File: src/rtl/pc_fetch_if.sv
//------------------------------------------------------------------------------
// Module  : pc_fetch_if
// Brief   : Fetch-side bus between the PC sequencer and the decode/control stage.
// Rev     : 1.0  initial release
//------------------------------------------------------------------------------
`default_nettype none

interface pc_fetch_if #(
  parameter int DATA_WIDTH = 32,
  parameter int CNT_WIDTH  = 16
);
  logic                  stall;
  logic                  resume;
  logic                  PCsrc;
  logic [DATA_WIDTH-1:0] ImmOp;
  logic [DATA_WIDTH-1:0] A;
  logic                  fetch_valid;
  logic                  halted;
  logic                  trap;
  logic [CNT_WIDTH-1:0]  branch_cnt;

  // Decode/control side: drives control inputs and observes the address.
  modport master (
    output stall, resume, PCsrc, ImmOp,
    input  A, fetch_valid, halted, trap, branch_cnt
  );

  // Sequencer side.
  modport slave (
    input  stall, resume, PCsrc, ImmOp,
    output A, fetch_valid, halted, trap, branch_cnt
  );
endinterface

`default_nettype wire

File: src/rtl/pc_fetch.sv
//------------------------------------------------------------------------------
// Module  : pc_fetch
// Brief   : Program counter / fetch sequencer with boot, stall, halt-on-self-branch,
//           misaligned-target trap and saturating taken-branch counter.
// Rev     : 1.0  initial release
//------------------------------------------------------------------------------
`default_nettype none

module pc_fetch #(
  parameter int                    DATA_WIDTH   = 32,
  parameter logic [DATA_WIDTH-1:0] RESET_VECTOR = 32'hBFC00000,
  parameter int                    CNT_WIDTH    = 16
) (
  input  wire logic     clk,
  input  wire logic     rst,
  pc_fetch_if.slave     bus
);

  localparam logic [1:0] S_BOOT = 2'd0;
  localparam logic [1:0] S_RUN  = 2'd1;
  localparam logic [1:0] S_HALT = 2'd2;

  localparam logic [DATA_WIDTH-1:0] c_PC_STEP = DATA_WIDTH'(4);
  localparam logic [CNT_WIDTH-1:0]  c_CNT_ONE = CNT_WIDTH'(1);

  logic [1:0]            r_state;
  logic [DATA_WIDTH-1:0] r_pc;
  logic                  r_trap;
  logic [CNT_WIDTH-1:0]  r_cnt;

  logic [DATA_WIDTH-1:0] w_target;
  logic [DATA_WIDTH-1:0] w_pc_seq;
  logic [CNT_WIDTH-1:0]  w_cnt_inc;
  logic                  w_self_branch;
  logic                  w_misaligned;

  // Both sums wrap modulo 2^DATA_WIDTH; ImmOp arrives already sign-extended.
  assign w_target      = r_pc + bus.ImmOp;
  assign w_pc_seq      = r_pc + c_PC_STEP;
  assign w_cnt_inc     = (&r_cnt) ? r_cnt : (r_cnt + c_CNT_ONE);
  assign w_self_branch = (bus.ImmOp == '0);
  assign w_misaligned  = (w_target[1:0] != 2'b00);

  always_ff @(posedge clk or negedge rst) begin
    if (!rst) begin
      r_state <= S_BOOT;
      r_pc    <= RESET_VECTOR;
      r_trap  <= 1'b0;
      r_cnt   <= '0;
    end else begin
      case (r_state)
        S_BOOT: r_state <= S_RUN;
        S_RUN: begin
          if (bus.stall) begin
            r_state <= S_RUN;
          end else if (bus.PCsrc && w_self_branch) begin
            r_cnt   <= w_cnt_inc;
            r_state <= S_HALT;
          end else if (bus.PCsrc && w_misaligned) begin
            r_trap  <= 1'b1;
            r_state <= S_HALT;
          end else if (bus.PCsrc) begin
            r_pc  <= w_target;
            r_cnt <= w_cnt_inc;
          end else begin
            r_pc <= w_pc_seq;
          end
        end
        S_HALT: begin
          // Resuming steps past the halting instruction instead of re-executing it.
          if (bus.resume) begin
            r_pc    <= w_pc_seq;
            r_state <= S_RUN;
          end
        end
        default: r_state <= S_BOOT;
      endcase
    end
  end

  assign bus.A           = r_pc;
  assign bus.fetch_valid = (r_state == S_RUN);
  assign bus.halted      = (r_state == S_HALT);
  assign bus.trap        = r_trap;
  assign bus.branch_cnt  = r_cnt;

endmodule

`default_nettype wire
File: src/flat_wrapper.sv
// flat-port wrapper written by rule: the top's interface ports become plain ports
module pc_fetch_flat 
#(
  parameter int                    DATA_WIDTH   = 32,
  parameter logic [DATA_WIDTH-1:0] RESET_VECTOR = 32'hBFC00000,
  parameter int                    CNT_WIDTH    = 16
)
  (clk, rst, bus_stall, bus_resume, bus_PCsrc, bus_ImmOp, bus_A, bus_fetch_valid, bus_halted, bus_trap, bus_branch_cnt);
  pc_fetch_if #(.DATA_WIDTH(DATA_WIDTH), .CNT_WIDTH(CNT_WIDTH)) bus_i ();
  input  wire logic clk;
  input  wire logic rst;
  input wire logic [$bits(bus_i.stall)-1:0] bus_stall;
  input wire logic [$bits(bus_i.resume)-1:0] bus_resume;
  input wire logic [$bits(bus_i.PCsrc)-1:0] bus_PCsrc;
  input wire logic [$bits(bus_i.ImmOp)-1:0] bus_ImmOp;
  output wire logic [$bits(bus_i.A)-1:0] bus_A;
  output wire logic [$bits(bus_i.fetch_valid)-1:0] bus_fetch_valid;
  output wire logic [$bits(bus_i.halted)-1:0] bus_halted;
  output wire logic [$bits(bus_i.trap)-1:0] bus_trap;
  output wire logic [$bits(bus_i.branch_cnt)-1:0] bus_branch_cnt;
  assign bus_i.stall = bus_stall;
  assign bus_i.resume = bus_resume;
  assign bus_i.PCsrc = bus_PCsrc;
  assign bus_i.ImmOp = bus_ImmOp;
  assign bus_A = bus_i.A;
  assign bus_fetch_valid = bus_i.fetch_valid;
  assign bus_halted = bus_i.halted;
  assign bus_trap = bus_i.trap;
  assign bus_branch_cnt = bus_i.branch_cnt;
  pc_fetch #(.DATA_WIDTH(DATA_WIDTH), .RESET_VECTOR(RESET_VECTOR), .CNT_WIDTH(CNT_WIDTH)) u_core (.clk(clk), .rst(rst), .bus(bus_i));
endmodule
File: config.mk
export PLATFORM = sky130hd
export DESIGN_NAME = pc_fetch_flat
export DESIGN_NICKNAME = d
export VERILOG_FILES = /design/src/rtl/pc_fetch_if.sv /design/src/rtl/pc_fetch.sv /design/src/flat_wrapper.sv
export SDC_FILE = /design/constraint.sdc
export NUM_CORES = 1
export LEC_CHECK = 0
export CAP_MARGIN = 0
export CORE_ASPECT_RATIO = 0.5
export CORE_MARGIN = 5
export CORE_UTILIZATION = 35
export DETAILED_ROUTE_END_ITERATION = 12
export PLACE_DENSITY = 0.68
export SLEW_MARGIN = 25
export SYNTH_ARGS = -nofsm -noshare
export SYNTH_HDL_FRONTEND = slang
export SYNTH_SLANG_ARGS = --single-unit
File: constraint.sdc
create_clock -name clk -period 2.8 [get_ports clk]
set_input_delay 0.42 -clock clk [delete_from_list [all_inputs] [get_ports clk]]
set_output_delay 0.42 -clock clk [all_outputs]
set_load 0.005 [all_outputs]
* Yosys cells after proc, flatten, opt, wreduce, memory -nomap -nowiden
Cells that the tools add are included.
** Word-level totals
- Bits in registers :: 51
- Word-level logic and storage cells :: 44
- Input port bits :: 37
- Output and inout port bits :: 51
** Cells by class
- Equality and inequality tests :: 8
- Bitwise operators :: 2
- Add/subtract/negate cells :: 3
- Multiplexer cells :: 15
- Reduce and logical (&&, ||, !) cells :: 12
** Operators by type and width (count)
- 32-bit 2-to-1 mux :: 5
- 16-bit 2-to-1 mux :: 4
- 32-bit case mux with 2 select lines :: 1
- 32-bit by 3-bit adder with 32-bit output, second input constant :: 1
- 32-bit adder :: 1
- 32-bit logical NOT :: 1
- 16-bit by 1-bit adder with 16-bit output, second input constant :: 1
- 16-bit AND reduction :: 1
- 2-bit 2-to-1 mux :: 4
- 2-bit != test, second input constant :: 4
- 4-bit AND reduction :: 2
- 2-bit case mux with 3 select lines :: 1
- 2-bit nonzero test :: 3
- 5-bit AND reduction :: 1
- 4-bit by 2-bit != test with 1-bit output, second input constant :: 1
- 2-bit by 1-bit equality test with 1-bit output, second input constant :: 1
- 2-bit equality test, second input constant :: 1
- 1-bit logical AND :: 2
- 2-bit logical NOT :: 1
- 2-bit by 1-bit != test with 1-bit output, second input constant :: 1
- 1-bit inverter :: 2
- 2-bit AND reduction :: 1

* Longest topological paths before layout
- Depth in word-level cells :: 7
- Depth in mapped cells :: 11
- Depth with buffers taken out :: 11

* Worst setup path after synthesis
OpenSTA, ideal clock, no wires.
- Kind :: reg2reg
- Start :: register u_core.r_pc[26] (netlist: u_core.bus.A[26])
- End :: register u_core.r_pc[31] (netlist: u_core.bus.A[31])
- Clock period less this slack :: 2679 ps
- Buffers on the path :: 1
- Arrival :: 2590 ps
- Cell stages (with the launch flop) :: 11
- Required time :: 2711 ps
- Slack :: 121 ps
- Library setup time :: 89 ps
- Cell sequence :: dfstp_2 ha_1 clkbuf_1 o21ai_1 o21bai_1 a211oi_1 o21ai_1 mux2_2 nor4_1 mux2i_1 o211ai_1
** On the way
- Cells in the longest elaborated chain, start to end :: 6
- Elaborated cells on any way between the ends :: 8
- Classes of those cells :: add/sub (2); mux (6)
** Ends and longest elaborated chain
- from (decl) :: RTL line pc_fetch.sv:27 : logic [DATA_WIDTH-1:0] r_pc;
- from (signal assigned) :: RTL line pc_fetch.sv:63 : r_pc <= w_target;
- from (signal assigned) :: RTL line pc_fetch.sv:66 : r_pc <= w_pc_seq;
- from (signal assigned) :: RTL line pc_fetch.sv:72 : r_pc <= w_pc_seq;
- 32-bit by 3-bit adder with 32-bit output or 32-bit adder (tied branches) :: RTL line pc_fetch.sv:39, pc_fetch.sv:38
- 32-bit 2-to-1 mux :: RTL line pc_fetch.sv:62 : end else if (bus.PCsrc) begin
- 32-bit 2-to-1 mux :: RTL line pc_fetch.sv:59 : end else if (bus.PCsrc && w_misaligned) begin
- 32-bit 2-to-1 mux :: RTL line pc_fetch.sv:56 : end else if (bus.PCsrc && w_self_branch) begin
- 32-bit 2-to-1 mux :: RTL line pc_fetch.sv:54 : if (bus.stall) begin
- 32-bit case mux with 2 select lines (*) :: RTL line pc_fetch.sv:51 : case (r_state)
Mark *: on every way between the ends. The rest lies on a longest branch, timed or not. The select of a mux whose other input is x is not followed.
A chain may end at the register's enable or synchronous reset.

* Worst setup path in the final report
- Start :: input port bus_ImmOp[10]
- End :: register u_core.r_pc[25] (netlist: u_core.bus.A[25])
** On the way
- Cells in the longest elaborated chain, start to end :: 6
- Elaborated cells on any way between the ends :: 10
- Classes of those cells :: add/sub (1); eq/ne (1); mux (5); reduce/logical (3)
** Ends and longest elaborated chain
- from (decl) :: RTL line flat_wrapper.sv:15 : input wire logic [$bits(bus_i.ImmOp)-1:0] bus_ImmOp;
- 32-bit adder :: RTL line pc_fetch.sv:38 : assign w_target = r_pc + bus.ImmOp;
- 32-bit 2-to-1 mux :: RTL line pc_fetch.sv:62
- 32-bit 2-to-1 mux :: RTL line pc_fetch.sv:59
- 32-bit 2-to-1 mux :: RTL line pc_fetch.sv:56
- 32-bit 2-to-1 mux :: RTL line pc_fetch.sv:54
- 32-bit case mux with 2 select lines :: RTL line pc_fetch.sv:51
Parallel ways exist; a longest one is shown, timed or not. The select of a mux whose other input is x is not followed.

==> flow_metrics.py <==
metrics = {
    "synth": {
        "synth-edff-count": 0,
        "synthArstFlopShare": 1.00,
        "ys_types": 68,
        "syn_nets": 665,
        "syn_area_um2": 4740,
        "syn_avg_cell_area_um2": 8.04,
        "ys_ff_latch": 51,
        "postSynthCellCount": 589,
        "yosysSeqAreaShare": 0.272,
        "yosys_warnings": 0,
        "synth-main-ff-cell": "dfrtp_1",
    },
    "critical_path": {
        "endpoint": "u_core.bus.A[25]$_DFFE_PN1P_",
        "r2r-end": "u_core.bus.A[31]$_DFFE_PN1P_",
        "path_buf_inv": 2,
        "worstPathCellList": "clkdlybuf4s50_1 > ha_4 > nand2_2 > a2111oi_2 > buf_4 > o2bb2ai_2 > o21ba_2 > o21ai_1 > nor2_1 > mux2_1 > a221oi_2",
        "cpLargestDelayFamily": "compound AO/OA/AOI/OAI gates",
        "crit_start": "bus_ImmOp[10]",
        "crit_type": "input pin to flip-flop",
        "critPathMaxStageDelay_ns": 0.46,
        "crit_arrival_ns": 2.92,
        "startpoint_type": "input pin",
        "r2r_setup_slack_ns": 0.12,
        "r2r_start": "u_core.bus.A[1]$_DFFE_PN0P_",
        "crit_required_ns": 3.02,
        "end_kind": "flip-flop",
        "worst-path-stages": 11,
        "ff2ff_path_depth": 9,
        "slowest_stage": "clkdlybuf4s50_1",
        "worst-path-max-fanout": 4,
    },
    "sta": {
        "hold_viol": 0,
        "worst_pin_slew_ns": 0.617,
        "maxSlewHeadroom": 0.589,
        "min_period_ns": 2.71,
        "fin_hold_ws_ns": 0.125,
        "setup_viol": 0,
        "finClkSkew_ns": 0.0118,
        "fin_ws_ns": 0.0926,
        "rsz0062_at_grt": "yes",
        "report.final.slew_viol_count": 0,
        "max_freq_mhz": 369,
        "fin_crit_sh": 0.967,
    },
    "cts": {
        "cts_root_buf": "clkbuf_16",
        "cts_hold_repair.buffers": 0,
        "cts-htree-levels": 2,
        "clk_pin_slew_ns": 0.08,
        "cts_sinks": 51,
        "clk_latency_ns": 0.30,
        "clock_tree.buffer_depth": 2,
        "cts_made_buffers": 5,
        "cts_tree": "built",
    },
    "job": {
        "maxCapViolations": 0,
    },
    "finish": {
        "antenna_cells": 0,
        "fin_cells": 990,
        "nets": 889,
        "final_area_um2": 7360,
        "area_growth_pct": 55.4,
        "drive_above_1_share": 0.267,
        "utilization": 0.549,
    },
    "die": {
        "fp.dieH_um": 92.3,
        "die_area_um2": 16100,
        "coreArea_um2": 13400,
        "floorplan.initialDensity": 0.354,
        "io_pins": 88,
        "die_w_um": 175,
        "row_count": 30,
    },
    "power": {
        "power.switching_uw": 3360,
        "p_comb_frac": 0.737,
        "peakVddDrop_mv": 0.331,
        "power_leakage_uw": 0.00325,
        "switching_share": 0.438,
        "p_int_uw": 4300,
        "seqPwrFrac": 0.176,
        "p_per_area_nw_per_um2": 1040,
        "p_clk_frac": 0.087,
    },
    "global_route": {
        "antenna_found_initial": 0,
        "overflow": 0,
        "grt_max_degree": 30,
        "track_usage": 0.199,
        "grt_pass1_wl_mm": 26.3,
        "first_global_vias": 5168,
    },
    "place": {
        "dp_cells": 975,
        "gp_congestion": 0.966,
        "dp.final_hpwl_mm": 13.0,
        "place_area_um2": 6860,
        "pre_cts_ws_ns": -0.546,
        "port_buffers": 87,
    },
    "drt": {
        "drtIter0Drc": 367,
        "routed_via_density": 5.51,
        "wl_per_cell_um": 16.8,
        "vias": 5458,
        "drc": 0,
        "routed_wl_mm": 16.6,
        "drt_pass1_iterations": 5,
        "ant_nets": 0,
    },
    "run_status": {
        "status": "complete, no violations",
    },
    "min_path": {
        "hold_class": "input pin to asynchronous set/reset pin",
    },
}
==> layer usage <==
layer | routed length (µm) | share of wire | up-vias | GRT usage
met5 | 0 | 0 | - | 0
met4 | 270 | 0.016 | 0 | 0.0509
met3 | 1040 | 0.063 | 24 | 0.0371
met2 | 7600 | 0.46 | 168 | 0.316
met1 | 7670 | 0.46 | 2600 | 0.278
li1 | - | - | 2666 | -
==> kinds of logic after synthesis <==
logic type / count (synthesis) / synth area share
simple gates: 213 / 0.231
compound gates: 203 / 0.277
flops: 51 / 0.272
xor+xnor: 40 / 0.0740
fa+ha+maj: 39 / 0.105
buf+inv: 38 / 0.0306
mux: 5 / 0.0114
==> repair_timing <==
action | CTS | global route
resized for setup | 26 | 29
endpoints found under the setup margin | 16 | 21
pin swaps | 15 | 23
setup buffers | 4 | 4
==> Yosys cell counts, types with 5 or more instances <==
cell	count	share of area
o22ai_1	5	0.0066
a211oi_1	13	0.021
a31oi_1	6	0.0079
clkbuf_1	20	0.016
dfrtp_1	42	0.22
and3_1	16	0.021
o21ai_1	7	0.0074
o21ai_0	41	0.043
a21oi_1	58	0.061
nand3_1	25	0.026
a21o_1	17	0.027
nand2_1	62	0.049
nor2_1	39	0.031
xnor2_1	26	0.048
ha_1	38	0.10
and2_1	5	0.0066
o21a_1	8	0.013
a21boi_0	5	0.0079
dfstp_2	9	0.050
o211ai_1	10	0.016
inv_1	15	0.012
nor4_1	13	0.017
xor2_1	14	0.026
nand4_1	16	0.021
nor3_1	10	0.011
==> power by group through the flow <==
stage	logic (µW)	clock network [µW]	registers [µW]
2_1_floorplan	2600	0	1380
5_1_grt	6150	716	1380
6_report	5650	669	1350
3_5_place_dp	5210	0	1320
4_1_cts	5440	690	1330
3_3_place_gp	5160	0	1300
==> through the flow <==
stage | total power, µW | setup TNS (ns)
after floorplan | 3990 | 0
after global placement | 6460 | -9.58
after detailed placement | 6530 | -10.54
after CTS | 7450 | 0
after global routing | 8250 | -0.158
final | 7660 | 0
==> registers in the layout, indices dropped and copies added, names as in the netlist <==
register,flops
u_core.r_state,2
u_core.bus.branch_cnt,16
u_core.bus.A,32
u_core.bus.trap,1
==> layout make-up <==
| class | instances | area [µm²] |
|---|---|---|
| clock buffer | 5 | 125 |
| tap | 176 | 220 |
| timing repair buffer | 240 | 2050 |
| clock inverter | 3 | 27.5 |
| fill | 1218 | 6040 |
| sequential | 51 | 1290 |
| multi-input combinational | 500 | 3590 |
| inverter | 15 | 56.3 |
==> cell usage in the layout (no fill, tap or decap), types with 10 or more instances in the layout <==
cell / synthesis / routed
inv_1: 15 / 15
nor4_1: 13 / 12
xnor2_1: 26 / 26
ha_4: 0 / 13
nand4_1: 16 / 16
a21oi_1: 58 / 51
nand3_1: 25 / 25
and3_1: 16 / 16
ha_1: 38 / 23
a21o_1: 17 / 17
buf_4: 0 / 151
dfrtp_1: 42 / 42
nor2_1: 39 / 39
o211ai_1: 10 / 10
nor3_1: 10 / 10
o21ai_0: 41 / 40
xor2_1: 14 / 14
a211oi_1: 13 / 11
clkdlybuf4s50_1: 0 / 72
nand2_1: 62 / 61
dlymetal6s2s_1: 0 / 10
==> worst min-delay path by stage <==
stage                                   end  slack (ns)  depth (start not counted)
6_report       u_core.bus.A[12]$_DFFE_PN0P_        0.12                          1
4_1_cts         u_core.bus.A[6]$_DFFE_PN0P_        0.14                          1
2_1_floorplan   u_core.bus.A[0]$_DFFE_PN0P_        0.12                          0
3_5_place_dp    u_core.bus.A[6]$_DFFE_PN0P_        0.47                          1
3_3_place_gp    u_core.bus.A[6]$_DFFE_PN0P_        0.45                          1
5_1_grt        u_core.bus.A[12]$_DFFE_PN0P_        0.17                          1
==> worst reg2reg max path: cells and delay by family (launching register included) <==
kind	cells	cell delay, ns
DFF	1	0.44
muxes	1	0.15
and+or+nand+nor	2	0.65
adders and majority gates	1	0.25
AOI/OAI and AO/OA	5	1.11
Power figures use the tool's default switching activity.
